<file path="config.mk">
export PLATFORM = sky130hd
export DESIGN_NAME = tx_arbiter_flat
export DESIGN_NICKNAME = d
export VERILOG_FILES = /design/src/rtl/tx_arbiter_if.sv /design/src/rtl/tx_arbiter.sv /design/src/flat_wrapper.sv
export SDC_FILE = /design/constraint.sdc
export NUM_CORES = 1
export LEC_CHECK = 0
export ABC_CLOCK_PERIOD_IN_PS = 2300
export BUFFER_PORTS_ARGS = -buffer_cell sky130_fd_sc_hd__buf_2
export CORE_UTILIZATION = 48
export CTS_BUF_LIST = sky130_fd_sc_hd__clkbuf_4 sky130_fd_sc_hd__clkbuf_8
export DETAILED_ROUTE_END_ITERATION = 6
export GPL_ROUTABILITY_DRIVEN = 0
export GPL_TIMING_DRIVEN = 0
export PLACE_DENSITY_LB_ADDON = 0.2
export SLEW_MARGIN = 30
export SYNTH_ARGS = -nofsm -noshare
export SYNTH_HDL_FRONTEND = slang
export SYNTH_SLANG_ARGS = --single-unit
</file>
<file path="constraint.sdc">
create_clock -name clk -period 2.3 [get_ports clk]
set_clock_uncertainty 0.2 [all_clocks]
set_input_delay 0.46 -clock clk [delete_from_list [all_inputs] [get_ports clk]]
set_output_delay 0.46 -clock clk [all_outputs]
set_load 0.03 [all_outputs]
</file>
<file path="src/rtl/tx_arbiter_if.sv">
// tx_arbiter_if: requester-side and transmitter-side signals of tx_arbiter.
// The arbiter uses the master modport; the requesters/transmitter side uses slave.
interface tx_arbiter_if #(
  parameter int unsigned N     = 4,
  parameter int unsigned WIDTH = 8
);
  localparam int unsigned IDW = $clog2(N);

  logic [N-1:0]       req_valid;
  logic [N*WIDTH-1:0] req_data;
  logic [N-1:0]       req_ack;
  logic               tx_start;
  logic [WIDTH-1:0]   tx_pi;
  logic               tx_busy;
  logic [IDW-1:0]     grant_id;
  logic               active;
  logic               wdt_err;

  modport master (
    input  req_valid, req_data, tx_busy,
    output req_ack, tx_start, tx_pi, grant_id, active, wdt_err
  );

  modport slave (
    output req_valid, req_data, tx_busy,
    input  req_ack, tx_start, tx_pi, grant_id, active, wdt_err
  );
endinterface

</file>
<file path="src/rtl/tx_arbiter.sv">
// tx_arbiter: round-robin arbiter sharing one start/busy serial transmitter among N requesters.
// Define TX_ARBITER_WDT_EN to enable the transmitter handshake watchdog (wdt_err).
module tx_arbiter #(
  parameter int unsigned N         = 4,
  parameter int unsigned WIDTH     = 8,
  parameter int unsigned GAP       = 0,
  parameter int unsigned WDT_LIMIT = 15
) (
  input  logic         clk,
  input  logic         rst_n,
  tx_arbiter_if.master bus
);
  localparam int unsigned IDW      = $clog2(N);
  localparam logic [7:0]  GAP_LOAD = 8'((GAP > 0) ? GAP - 1 : 0);

  if (N < 2 || N > 16 || GAP > 255 || WDT_LIMIT < 1 || WDT_LIMIT > 255) begin : g_bad_cfg
    $error("tx_arbiter: parameter out of range");
  end

  typedef enum logic [2:0] {
    S_IDLE,
    S_START,
    S_WAIT_BUSY,
    S_WAIT_DONE,
    S_GAP
  } state_t;

  state_t           state_q, state_d;
  logic [IDW-1:0]   rr_ptr_q, rr_ptr_d;
  logic [IDW-1:0]   grant_id_q, grant_id_d;
  logic [WIDTH-1:0] hold_q, hold_d;
  logic [N-1:0]     req_ack_q, req_ack_d;
  logic [7:0]       gap_cnt_q, gap_cnt_d;
  logic             win_found;
  logic [IDW-1:0]   winner;
  logic [IDW-1:0]   cand;

`ifdef TX_ARBITER_WDT_EN
  localparam logic [7:0] WDT_LIM = 8'(WDT_LIMIT);
  logic [7:0] wdt_cnt_q, wdt_cnt_d;
  logic       wdt_err_q, wdt_err_d;
`endif

  // Search starts one past the last winner so every channel gets a turn.
  always_comb begin
    win_found = 1'b0;
    winner    = rr_ptr_q;
    cand      = '0;
    for (int unsigned k = 1; k <= N; k++) begin
      cand = IDW'((32'(rr_ptr_q) + k) % N);
      if (!win_found && bus.req_valid[cand]) begin
        win_found = 1'b1;
        winner    = cand;
      end
    end
  end

  always_comb begin
    state_d    = state_q;
    rr_ptr_d   = rr_ptr_q;
    grant_id_d = grant_id_q;
    hold_d     = hold_q;
    req_ack_d  = '0;
    gap_cnt_d  = gap_cnt_q;
`ifdef TX_ARBITER_WDT_EN
    wdt_cnt_d  = wdt_cnt_q;
    wdt_err_d  = 1'b0;
`endif
    unique case (state_q)
      S_IDLE: begin
        if (win_found && !bus.tx_busy) begin
          state_d           = S_START;
          rr_ptr_d          = winner;
          grant_id_d        = winner;
          hold_d            = bus.req_data[winner*WIDTH +: WIDTH];
          req_ack_d[winner] = 1'b1;
        end
      end
      S_START: begin
        state_d   = S_WAIT_BUSY;
`ifdef TX_ARBITER_WDT_EN
        wdt_cnt_d = '0;
`endif
      end
      S_WAIT_BUSY: begin
        if (bus.tx_busy) begin
          state_d   = S_WAIT_DONE;
`ifdef TX_ARBITER_WDT_EN
          // The busy cycle that ends WAIT_BUSY counts toward the frame limit.
          wdt_cnt_d = 8'd1;
        end else if (wdt_cnt_q == 8'd3) begin
          state_d   = S_IDLE;
          wdt_err_d = 1'b1;
        end else begin
          wdt_cnt_d = wdt_cnt_q + 8'd1;
`endif
        end
      end
      S_WAIT_DONE: begin
        if (!bus.tx_busy) begin
          state_d   = (GAP > 0) ? S_GAP : S_IDLE;
          gap_cnt_d = GAP_LOAD;
`ifdef TX_ARBITER_WDT_EN
        end else if (wdt_cnt_q >= WDT_LIM) begin
          state_d   = S_IDLE;
          wdt_err_d = 1'b1;
        end else begin
          wdt_cnt_d = wdt_cnt_q + 8'd1;
`endif
        end
      end
      S_GAP: begin
        if (gap_cnt_q == '0) begin
          state_d = S_IDLE;
        end else begin
          gap_cnt_d = gap_cnt_q - 8'd1;
        end
      end
      default: state_d = S_IDLE;
    endcase
  end

  always_ff @(posedge clk or negedge rst_n) begin
    if (!rst_n) begin
      state_q    <= S_IDLE;
      rr_ptr_q   <= IDW'(N - 1);
      grant_id_q <= '0;
      hold_q     <= '0;
      req_ack_q  <= '0;
      gap_cnt_q  <= '0;
`ifdef TX_ARBITER_WDT_EN
      wdt_cnt_q  <= '0;
      wdt_err_q  <= 1'b0;
`endif
    end else begin
      state_q    <= state_d;
      rr_ptr_q   <= rr_ptr_d;
      grant_id_q <= grant_id_d;
      hold_q     <= hold_d;
      req_ack_q  <= req_ack_d;
      gap_cnt_q  <= gap_cnt_d;
`ifdef TX_ARBITER_WDT_EN
      wdt_cnt_q  <= wdt_cnt_d;
      wdt_err_q  <= wdt_err_d;
`endif
    end
  end

  assign bus.req_ack  = req_ack_q;
  assign bus.tx_start = (state_q == S_START);
  assign bus.tx_pi    = hold_q;
  assign bus.grant_id = grant_id_q;
  assign bus.active   = (state_q != S_IDLE);
`ifdef TX_ARBITER_WDT_EN
  assign bus.wdt_err  = wdt_err_q;
`else
  assign bus.wdt_err  = 1'b0;
`endif
endmodule
</file>
<file path="src/flat_wrapper.sv">
// flat-port wrapper written by rule: the top's interface ports become plain ports
module tx_arbiter_flat 
#(
  parameter int unsigned N         = 4,
  parameter int unsigned WIDTH     = 8,
  parameter int unsigned GAP       = 0,
  parameter int unsigned WDT_LIMIT = 15
)
  (clk, rst_n, bus_req_valid, bus_req_data, bus_tx_busy, bus_req_ack, bus_tx_start, bus_tx_pi, bus_grant_id, bus_active, bus_wdt_err);
  tx_arbiter_if #(.N(N), .WIDTH(WIDTH)) bus_i ();
  input  logic clk;
  input  logic rst_n;
  input wire logic [$bits(bus_i.req_valid)-1:0] bus_req_valid;
  input wire logic [$bits(bus_i.req_data)-1:0] bus_req_data;
  input wire logic [$bits(bus_i.tx_busy)-1:0] bus_tx_busy;
  output wire logic [$bits(bus_i.req_ack)-1:0] bus_req_ack;
  output wire logic [$bits(bus_i.tx_start)-1:0] bus_tx_start;
  output wire logic [$bits(bus_i.tx_pi)-1:0] bus_tx_pi;
  output wire logic [$bits(bus_i.grant_id)-1:0] bus_grant_id;
  output wire logic [$bits(bus_i.active)-1:0] bus_active;
  output wire logic [$bits(bus_i.wdt_err)-1:0] bus_wdt_err;
  assign bus_i.req_valid = bus_req_valid;
  assign bus_i.req_data = bus_req_data;
  assign bus_i.tx_busy = bus_tx_busy;
  assign bus_req_ack = bus_i.req_ack;
  assign bus_tx_start = bus_i.tx_start;
  assign bus_tx_pi = bus_i.tx_pi;
  assign bus_grant_id = bus_i.grant_id;
  assign bus_active = bus_i.active;
  assign bus_wdt_err = bus_i.wdt_err;
  tx_arbiter #(.N(N), .WIDTH(WIDTH), .GAP(GAP), .WDT_LIMIT(WDT_LIMIT)) u_core (.clk(clk), .rst_n(rst_n), .bus(bus_i));
endmodule
</file>
After elaboration in Yosys (flattened, before gate mapping)
Index checks and enable logic that the tools add are counted.
{"block": "totals", "register_bits": 27, "latch_bits": 0, "ram_bits": 0, "mem_bits_ro": 0, "in_bits": 39, "output_inout_bits": 17, "word_cells": 71, "mem_count": 0}
{"block": "classes", "add_sub_neg": 5, "n_mul": 0, "n_div": 0, "order_cmp": 6, "n_eq_ne": 9, "n_shift": 1, "mux": 28, "n_bitwise": 0, "n_reduce_logical": 16}
{"op": "32-bit by 6-bit indexed part select with 8-bit output", "n": 1}
{"op": "8-bit 2-to-1 mux", "n": 2}
{"op": "8-bit case mux with 2 select lines", "n": 1}
{"op": "2-bit by 3-bit less-than comparator with 1-bit output, second input constant", "n": 5}
{"op": "3-bit case mux with 5 select lines", "n": 1}
{"op": "3-bit 2-to-1 mux", "n": 4}
{"op": "1-bit 2-to-1 mux", "n": 9}
{"op": "1-bit binary-select mux with 2-bit select", "n": 4}
{"op": "8-bit logical NOT", "n": 1}
{"op": "2-bit 2-to-1 mux", "n": 4}
{"op": "4-bit 2-to-1 mux", "n": 2}
{"op": "8-bit by 1-bit subtractor with 8-bit output, second input constant", "n": 1}
{"op": "3-bit by 2-bit equality test with 1-bit output, second input constant", "n": 2}
{"op": "2-bit inequality test, second input constant", "n": 3}
{"op": "1-bit logical AND", "n": 5}
{"op": "2-bit by 1-bit adder with 2-bit output, second input constant", "n": 2}
{"op": "2-bit adder, second input constant", "n": 2}
{"op": "1-bit logical NOT", "n": 4}
{"op": "2-bit by 1-bit inequality test with 1-bit output, second input constant", "n": 2}
{"op": "4-bit AND reduction", "n": 1}
{"op": "3-bit by 1-bit equality test with 1-bit output, second input constant", "n": 1}
{"op": "3-bit equality test, second input constant", "n": 1}
{"op": "3-bit logical NOT", "n": 1}
{"op": "3-bit AND reduction", "n": 1}
{"op": "other kinds (5)", "n": 5}

Depth between registers and ports, before layout
Gate-level depths: netlist (run 1).
{"block": "depth", "ltp_word": 19, "mapped_depth": 8, "ltp_nobuf": 7}

Worst setup path after synthesis (run 1)
Ideal clock, no wire load.
{"block": "synth_timing", "path_kind": "reg-to-reg", "from": "reg u_core.state_q[0]", "to": "reg u_core.hold_q[4] (netlist: u_core.bus.tx_pi[4])", "setup_ns": 0.104, "t_arrival_ns": 1.948, "required_time_ns": 1.996, "setup_slack_ns": 0.048, "path_stages_with_launch": 8, "path_buffers": 0, "synth_period_minus_slack_ns": 2.252, "cell_sequence": "dfrtp_1 inv_1 ha_1 inv_1 or3_1 a2111oi_4 o21ai_0 o311ai_1"}
{"block": "synth_between", "elab_chain_cells": 2}
{"element": "start, declared", "line": "tx_arbiter.sv:28", "source": "state_t state_q, state_d;"}
{"element": "start signal, assigned", "line": "tx_arbiter.sv:136", "source": "state_q <= state_d;"}
{"element": "3-bit logical NOT", "line": "tx_arbiter.sv:69", "source": "unique case (state_q)"}
{"element": "2-bit AND reduction (no source line)"}
{"element": "end signal, assigned", "line": "tx_arbiter.sv:139", "source": "hold_q <= hold_d;"}
{"element": "end, declared", "line": "tx_arbiter.sv:31", "source": "logic [WIDTH-1:0] hold_q, hold_d;"}
No other way between the ends.
A chain may end at the register's enable or synchronous reset.

Worst setup path after layout (run 1)
{"block": "layout_timing", "from": "reg u_core.state_q[0]", "to": "reg u_core.hold_q[1] (netlist: u_core.bus.tx_pi[1])"}
The elaborated chain is that of the path after synthesis.

==> results.cfg, run 1 <==
[critical_path]
ff2ff_setup_slack_ns = 0.13
cp-start-kind = register
crit_family = compound AO/OA/AOI/OAI gates
crit_path_frequent_cell = inv_1
path_buf_inv = 3
r2r-end = u_core.bus.tx_pi[1]
crit_type = register to register
path_cells = inv_1 > ha_2 > inv_1 > or3_4 > a2111oi_4 > buf_4 > o21ai_1 > o311ai_1
worstPathRequired_ns = 2.29
reg2reg_depth = 8
path_max_fanout = 8
cp_data_arrival_time_ns = 2.15
r2r-start = u_core.state_q[0]
cp-end-kind = register
cp_slowest_cell = dfrtp_1
critical_path.max_stage_delay_ns = 0.43

[timing]
fin_crit_ns = 2.17
max_slew_margin = 0.564
fin_crit_sh = 0.942
hold_viol = 0
tns_ns = 0
max_freq_mhz = 461
grt_setup_unrepaired = no
setup_ws_ns = 0.133
worstMarginPinSlew_ns = 0.648
holdWs_ns = 0.296
finalMaxSlewViolations = 0
setup_violations = 0

[synthesis]
ys_ff_latch = 18
async_flop_share = 1.00
synth_nets = 169
synth_area_leaders = dfrtp_1 (32%), mux2i_1 (6.4%), o31a_2 (6.4%), and4_1 (5.6%), o311ai_1 (5.6%)
synth_area_leader_cell = dfrtp_1
ys_warn_count = 0
synth_edf_count = 0
seq_area_frac_synth = 0.365
syn_area_sq_mm = 0.00124
syn-mean-instance-area_sq_um = 9.86
synthFlopType = dfrtp_1
yosysMostFrequentCell = dfrtp_1
synthCells = 126
yosysTopAreaCellShare = 0.322
ys_types = 35
ys_top_cells_by_count = dfrtp_1 (16), nand2_1 (11), nor2_1 (10)

[worst_hold_path]
min_from = u_core.bus.tx_pi[5]
hold_path_depth = 2
hold_end = u_core.bus.tx_pi[5]
hold_path_class = register to register

[layout]
areaGrowthSynthToFinish_pct = 30.4
final_core_util = 0.660
fillers = 221
stdcell_area_sq_mm = 0.00162
final_cell_count_no_fill = 218
drive_gt1_frac = 0.468
antenna_cells = 0
nets = 232

[routing]
wl_met1_um = 1300
dr_wl_met3_um = 125
post_drt_wl_per_cell_um = 13.8
postRouteAntennaNets = 0
dr_wl_met2_um = 1560
first_iter_violations = 34
drc_errors = 0
num_vias = 1193
top_layer = met4
wl_um = 3000
drt-pass1-iter-count = 7
via_per_inst = 5.47

[clock_tree]
insertion_delay_ns = 0.28
path_clk_slew_ns = 0.10
clockRootBuffer = clkbuf_4
tritoncts = yes
clockBufferDepth = 2
cts_num_sinks = 18
numCtsBuffers = 3
h-tree-depth = 1

[global_route]
first_global_vias = 1140
grt_pass1_wl_um = 4860
overflow = 0
grtUsageTotal = 0.237
antenna_found_initial = 0
grt_max_degree = 19

[floorplanning]
initial_utilization = 0.506
io_pins = 56
core_sq_mm = 0.00245
fp.dieH_um = 52.9
die_width_um = 52.9
rows = 18
die_area_sq_mm = 0.00280

[power]
ir_worst_vdd_v = 0.000709
p_leak_nw = 0.806
p_per_area_mw_per_mm2 = 1210
fin_total_pwr_mw = 1.96

[placed_design]
dp_cells = 210
dpl_worst_slack_ns = -0.150
hpwlAfterDp_um = 2360
placed_area_sq_mm = 0.00155
io_buffers = 54

[outcome]
status = completed

[flow_run]
cap_violations = 0
[power breakdown]
| part | internal (mW) | switching (mW) |
|---|---|---|
| sequential | 0.459 | 0.0756 |
| combinational | 0.503 | 0.751 |
| clock | 0.0791 | 0.0905 |
[cells in the final DEF (no fill, tap or decap), types with 5 or more instances in the layout]
master    instances
buf_6             5
o21ai_1           6
dfrtp_1          16
o31a_2            8
o311ai_1          8
and4_1            8
nand2_1          11
mux2i_1           8
nor2_1           10
buf_2            56
[worst min-delay path, cell delays in order (launching register included)]
cell and delay (ns):
dfrtp_1 0.35, nand2_1 0.05, o311ai_1 0.06
[metal layers]
metal | global-route usage | vias to the layer above
met3 | 0.0230 | 2
met2 | 0.437 | 40
met1 | 0.288 | 557
met4 | 0.0702 | 0
met5 | 0 | -
li1 | - | 594
[cell type report]
cell class | count | area, sq um | area share
buffer | 9 | 77.6 | 0.0479
clock buffer | 4 | 30.0 | 0.0185
inverter | 4 | 15.0 | 0.00927
multi-input combinational | 95 | 704 | 0.435
sequential | 18 | 453 | 0.280
tap | 30 | 37.5 | 0.0232
timing repair buffer | 58 | 303 | 0.187
[repair_timing]
item | in CTS | in global routing
buffers inserted | 2 | 1
hold buffers | 1 | 0
endpoints found under the setup margin | 8 | 6
hold endpoints to repair | 16 | 0
resized for setup | 0 | 3
pin swaps | 1 | 0
[cell families after synthesis]
kind of cell               after synthesis  share of synthesized area
adders and majority gates                4                     0.0403
other                                    1                    0.00302
muxes                                    9                     0.0735
AOI/OAI and AO/OA                       36                      0.231
buffers and inverters                   13                     0.0745
DFF                                     18                      0.365
and+or+nand+nor                         45                      0.214
[worst max-delay path by stage]
stage / start / endpoint / slack, ns / depth (start not counted)
floorplan: u_core.state_q[0] / u_core.bus.tx_pi[4] / 0.05 / 7
global placement: u_core.state_q[0] / u_core.bus.tx_pi[4] / -0.06 / 7
detailed placement: u_core.state_q[0] / u_core.bus.tx_pi[4] / -0.15 / 7
CTS: u_core.state_q[0] / u_core.bus.tx_pi[4] / 0.09 / 8
global route: u_core.rr_ptr_q[1] / u_core.bus.tx_pi[2] / 0.02 / 8
finish: u_core.state_q[0] / u_core.bus.tx_pi[1] / 0.13 / 8
[flip-flops by register name (all words and copies together), names as in the netlist]
name / count
u_core.bus.tx_pi: 8
u_core.bus.req_ack: 4
u_core.bus.grant_id: 2
u_core.rr_ptr_q: 2
u_core.state_q: 2
(Power assumes the default switching activity.)
==> run 2: changes to the inputs <==
Settings changed: ABC_AREA from default to 1, CORE_UTILIZATION 48 to 50.
==> results.cfg, run 2 <==
[outcome]
status = completed

[layout]
final_core_util = 0.682
nets = 311
layout_common_cells = nand2_1 (83), buf_2 (54), nand3_1 (39)
areaGrowthSynthToFinish_pct = 24.8
antenna_cells = 0
final_common_cell = nand2_1
largest_reg_flops = 8
drive_gt1_frac = 0.333

[timing]
max_freq_mhz = 476
finalMaxSlewViolations = 0
setup_violations = 0
tns_ns = 0
fin_crit_ns = 2.10
grt_setup_unrepaired = no
hold_viol = 0
fin_crit_sh = 0.913

[synthesis]
seq_area_frac_synth = 0.323
yosysMostFrequentCell = nand2_1
synth_nets = 251
yosys.area_share.adder = 0.0357
synthCells = 208
yosysTopAreaCellShare = 0.285
async_flop_share = 1.00
synth_xor_area_frac = 0
synthFlopType = dfrtp_1
synth_area_leaders = dfrtp_1 (29%), nand2_1 (22%), nand3_1 (14%), inv_1 (5.6%), nand2_2 (5.4%)
synth-compound-area-share = 0.0250
ys_ff_latch = 18
syn-mean-instance-area_sq_um = 6.74
synth_top_family_by_area = simple AND/OR/NAND/NOR gates
yosys-mux-area-fraction = 0
ys_warn_count = 0
synthSimpleGateAreaFrac = 0.508
synth_area_leader_cell = dfrtp_1
syn_area_sq_mm = 0.00140
ys_top_cells_by_count = nand2_1 (83), nand3_1 (39), inv_1 (21)
ys_types = 21
synth_edf_count = 0

[floorplanning]
die_width_um = 55.0
rows = 18
fp.dieH_um = 55.0
io_pins = 56
core_sq_mm = 0.00257
die_area_sq_mm = 0.00302
initial_utilization = 0.546

[clock_tree]
path_clk_slew_ns = 0.10
tritoncts = yes
cts_resized = 0
clockRootBuffer = clkbuf_4
insertion_delay_ns = 0.27
cts_setup_buffers = 0
cts_hold_buf = 1
numCtsBuffers = 3
cts_num_sinks = 18
clockBufferDepth = 2
h-tree-depth = 1

[critical_path]
cp_data_arrival_time_ns = 2.08
cp-endpoint = u_core.bus.tx_pi[4]
cp-end-kind = register
crit_start = u_core.rr_ptr_q[0]
cp_slowest_cell = dfstp_2
crit_type = register to register
ff2ff_setup_slack_ns = 0.20
path_cells = buf_6 > inv_8 > nand2_1 > nand2_2 > nand2_2 > nand2_2 > o21bai_1 > nand3_1 > nand2_2 > nand3_1 > nand3_1 > nand2_1
reg2reg_depth = 12
crit_path_frequent_cell = nand2_2
critical_path.max_stage_delay_ns = 0.53
worstPathRequired_ns = 2.28
cp-start-kind = register
r2r-start = u_core.rr_ptr_q[0]
path_max_fanout = 10
r2r-end = u_core.bus.tx_pi[4]

[global_route]
met3_usage = 0.0219
grt_max_degree = 19
globalRouteMet2Util = 0.376
grt_pass1_wl_um = 5010
grtUsageTotal = 0.230
first_global_vias = 1172
antenna_found_initial = 0
overflow = 0
grt_use_met1 = 0.329
busiest_layer = met2

[flow_run]
cap_violations = 0

[power]
p_leak_nw = 1.07
ir_worst_vdd_v = 0.00127
power_frac_clock = 0.054
p_comb_frac = 0.763
p_sw_mw = 1.75
p_per_area_mw_per_mm2 = 1750
p_int_mw = 1.31
seqPwrFrac = 0.182
sw_frac_of_total = 0.571

[routing]
first_iter_violations = 30
wl_um = 3140
postRouteAntennaNets = 0
via_per_inst = 4.85
drt-pass1-iter-count = 4
num_vias = 1439
post_drt_wl_per_cell_um = 10.6
drc_errors = 0

[worst_hold_path]
hold_path_class = register to register

[placed_design]
io_buffers = 54
hpwlAfterDp_um = 2440
## run 2: power groups by stage
| stage | sequential (mW) | clock [mW] | combinational (mW) |
|---|---|---|---|
| after CTS | 0.556 | 0.169 | 2.35 |
| after global placement | 0.564 | 0 | 2.30 |
| after global routing | 0.573 | 0.179 | 2.63 |
| final | 0.558 | 0.166 | 2.33 |
| after detailed placement | 0.559 | 0 | 2.34 |
| after floorplan | 0.762 | 0 | 1.64 |
## run 2: worst max-delay path, delay by kind of cell, from the launching register on
family          cells  cell delay (ns)
simple gates        9             0.84
buf+inv             2             0.22
compound gates      1             0.19
flops               1             0.53
## run 2: worst min path at each step
stage                                    from                     end  cells past startpoint
after floorplan                         rst_n  u_core.bus.grant_id[0]                      0
after global placement                  rst_n     u_core.bus.tx_pi[3]                      1
after detailed placement                rst_n     u_core.bus.tx_pi[3]                      1
after CTS                 u_core.bus.tx_pi[0]     u_core.bus.tx_pi[0]                      2
after global routing      u_core.bus.tx_pi[3]     u_core.bus.tx_pi[3]                      2
final                     u_core.bus.tx_pi[0]     u_core.bus.tx_pi[0]                      2
## run 2: kinds of logic after synthesis
kind of cell	count (synthesis)
AO/OA/AOI/OAI	6
adder cells (fa/ha/maj)	4
buffers and inverters	30
flip-flops	18
other	1
AND/OR/NAND/NOR	149
## run 2: per-layer routing
metal,up-vias,wire (um)
met5,-,0
met3,2,139
met2,41,1380
met1,628,1600
li1,768,-
met4,0,22
## run 2: cell type report
cell class / instances / area, sq um
tap: 30 / 37.5
multi-input combinational: 160 / 801
buffer: 4 / 41.3
clock buffer: 4 / 30.0
sequential: 18 / 453
fill: 234 / 817
inverter: 26 / 108
timing repair buffer: 55 / 280
## run 2: stage by stage
stage | area [sq um] | cells | setup WS [ns] | hold slack [ns] | total power, mW
after global routing | 1750 | 297 | 0.00468 | 0.310 | 3.38
after global placement | 1710 | 292 | 0.218 | 0.205 | 2.87
after detailed placement | 1710 | 292 | 0.189 | 0.211 | 2.90
after CTS | 1750 | 297 | 0.177 | 0.287 | 3.08
final | 1750 | 297 | 0.199 | 0.284 | 3.06
after floorplan | 1400 | 208 | 0.371 | -0.0356 | 2.40
==> run 3: changes to the inputs <==
Settings changed: CORE_ASPECT_RATIO from default to 1.1.
==> results.cfg, run 3 (synthesized netlist as in run 2, its figures left out) <==
[critical_path]
path_max_fanout = 10
r2r-start = u_core.rr_ptr_q[0]
worstPathRequired_ns = 2.28
crit_start = u_core.rr_ptr_q[0]
crit_type = register to register
cp-start-kind = register
cp-end-kind = register
cp_data_arrival_time_ns = 2.10

[timing]
setup_violations = 0
tns_ns = 0
setup_ws_ns = 0.188
fin_crit_ns = 2.11
grt_setup_unrepaired = no
hold_viol = 0
finalMaxSlewViolations = 0
fin_crit_sh = 0.918
max_freq_mhz = 473

[floorplanning]
die_area_sq_mm = 0.00302
io_pins = 56
die_width_um = 52.5
core_sq_mm = 0.00257
fp.dieH_um = 57.6
initial_utilization = 0.546
rows = 19

[routing]
num_vias = 1471
postRouteAntennaNets = 0
wl_um = 3050
post_drt_wl_per_cell_um = 10.2
drc_errors = 0
drt-pass1-iter-count = 4
via_per_inst = 4.94
first_iter_violations = 27

[clock_tree]
cts_setup_buffers = 0
h-tree-depth = 1
path_clk_slew_ns = 0.10
clockBufferDepth = 2
cts_num_sinks = 18
numCtsBuffers = 3
tritoncts = yes
clockRootBuffer = clkbuf_4
insertion_delay_ns = 0.29

[placed_design]
io_buffers = 54
dpl_worst_slack_ns = 0.201
hpwlAfterDp_um = 2390

[layout]
antenna_cells = 0
fillers = 257
drive_gt1_frac = 0.333
nets = 311
final_common_cell = nand2_1
areaGrowthSynthToFinish_pct = 25.3
layout_common_cells = nand2_1 (83), buf_2 (54), nand3_1 (39)
largest_reg_flops = 8

[global_route]
grtUsageTotal = 0.229
grt_max_degree = 19
first_global_vias = 1323
grt_pass1_wl_um = 5260
antenna_found_initial = 0
overflow = 0

[power]
fin_total_pwr_mw = 3.07
p_leak_nw = 1.07
ir_worst_vdd_v = 0.00134
p_per_area_mw_per_mm2 = 1750

[flow_run]
cap_violations = 0

[worst_hold_path]
hold_path_class = register to register
min_from = u_core.bus.grant_id[0]

[outcome]
status = completed
==> run 3: layout make-up <==
cell class,count,area (sq um),share of cell area
Multi-Input combinational cell,160,801,0.456
Sequential cell,18,453,0.258
Timing Repair Buffer,55,280,0.159
Inverter,26,108,0.0612
Buffer,4,41.3,0.0235
Tap cell,31,38.8,0.0221
Clock buffer,4,36.3,0.0206
==> run 3: report_power, final <==
| part | internal (mW) | switching [mW] | leakage (nW) | total [mW] |
|---|---|---|---|---|
| Combinational | 0.758 | 1.56 | 0.827 | 2.32 |
| Clock | 0.0964 | 0.0928 | 0.0210 | 0.189 |
| Sequential | 0.473 | 0.0838 | 0.225 | 0.557 |
==> run 3: critical path, stage by stage, from the launching register on <==
cell	delay, ns
dfstp_2	0.54
buf_6	0.16
inv_8	0.07
nand2_1	0.07
nand2_2	0.06
nand2_2	0.08
nand2_2	0.09
inv_4	0.11
nand3_2	0.09
clkinv_1	0.06
nand2_1	0.05
nand2_2	0.18
nand3_1	0.10
nand3_1	0.08
nand2_1	0.05
==> run 3: metal layers <==
layer / track usage / routed length (um) / share of wire
met1: 0.273 / 1340 / 0.44
met2: 0.420 / 1520 / 0.50
met3: 0.0347 / 164 / 0.054
met4: 0.0564 / 19 / 0.0062
met5: 0 / 0 / 0
==> run 3: path summary, 6_finish.rpt <==
path	to	cells after the start	slack, ns
setup / recovery	u_core.bus.tx_pi[2]	14	0.19
hold / removal	u_core.bus.grant_id[0]	2	0.28
setup reg to reg	u_core.bus.tx_pi[2]	14	0.19
hold reg to reg	u_core.bus.grant_id[0]	2	0.28
max in group asynchronous	u_core.rr_ptr_q[1]	2	1.17
min in group asynchronous	u_core.bus.tx_pi[3]	2	0.42
==> run 3: per-stage QoR <==
stage                     utilization  cell area, sq um  hold WS, ns  instances
after global placement          0.667              1710        0.201        293
final                           0.685              1760        0.278        298
after global routing            0.685              1760        0.306        298
after detailed placement        0.667              1710        0.205        293
after floorplan                     -              1400      -0.0356        208
after CTS                       0.685              1760        0.286        298
==> run 3: what timing repair did <==
action / CTS / global route
resized for setup: 0 / 0
hold endpoints to repair: 16 / 0
hold buffers: 1 / 0
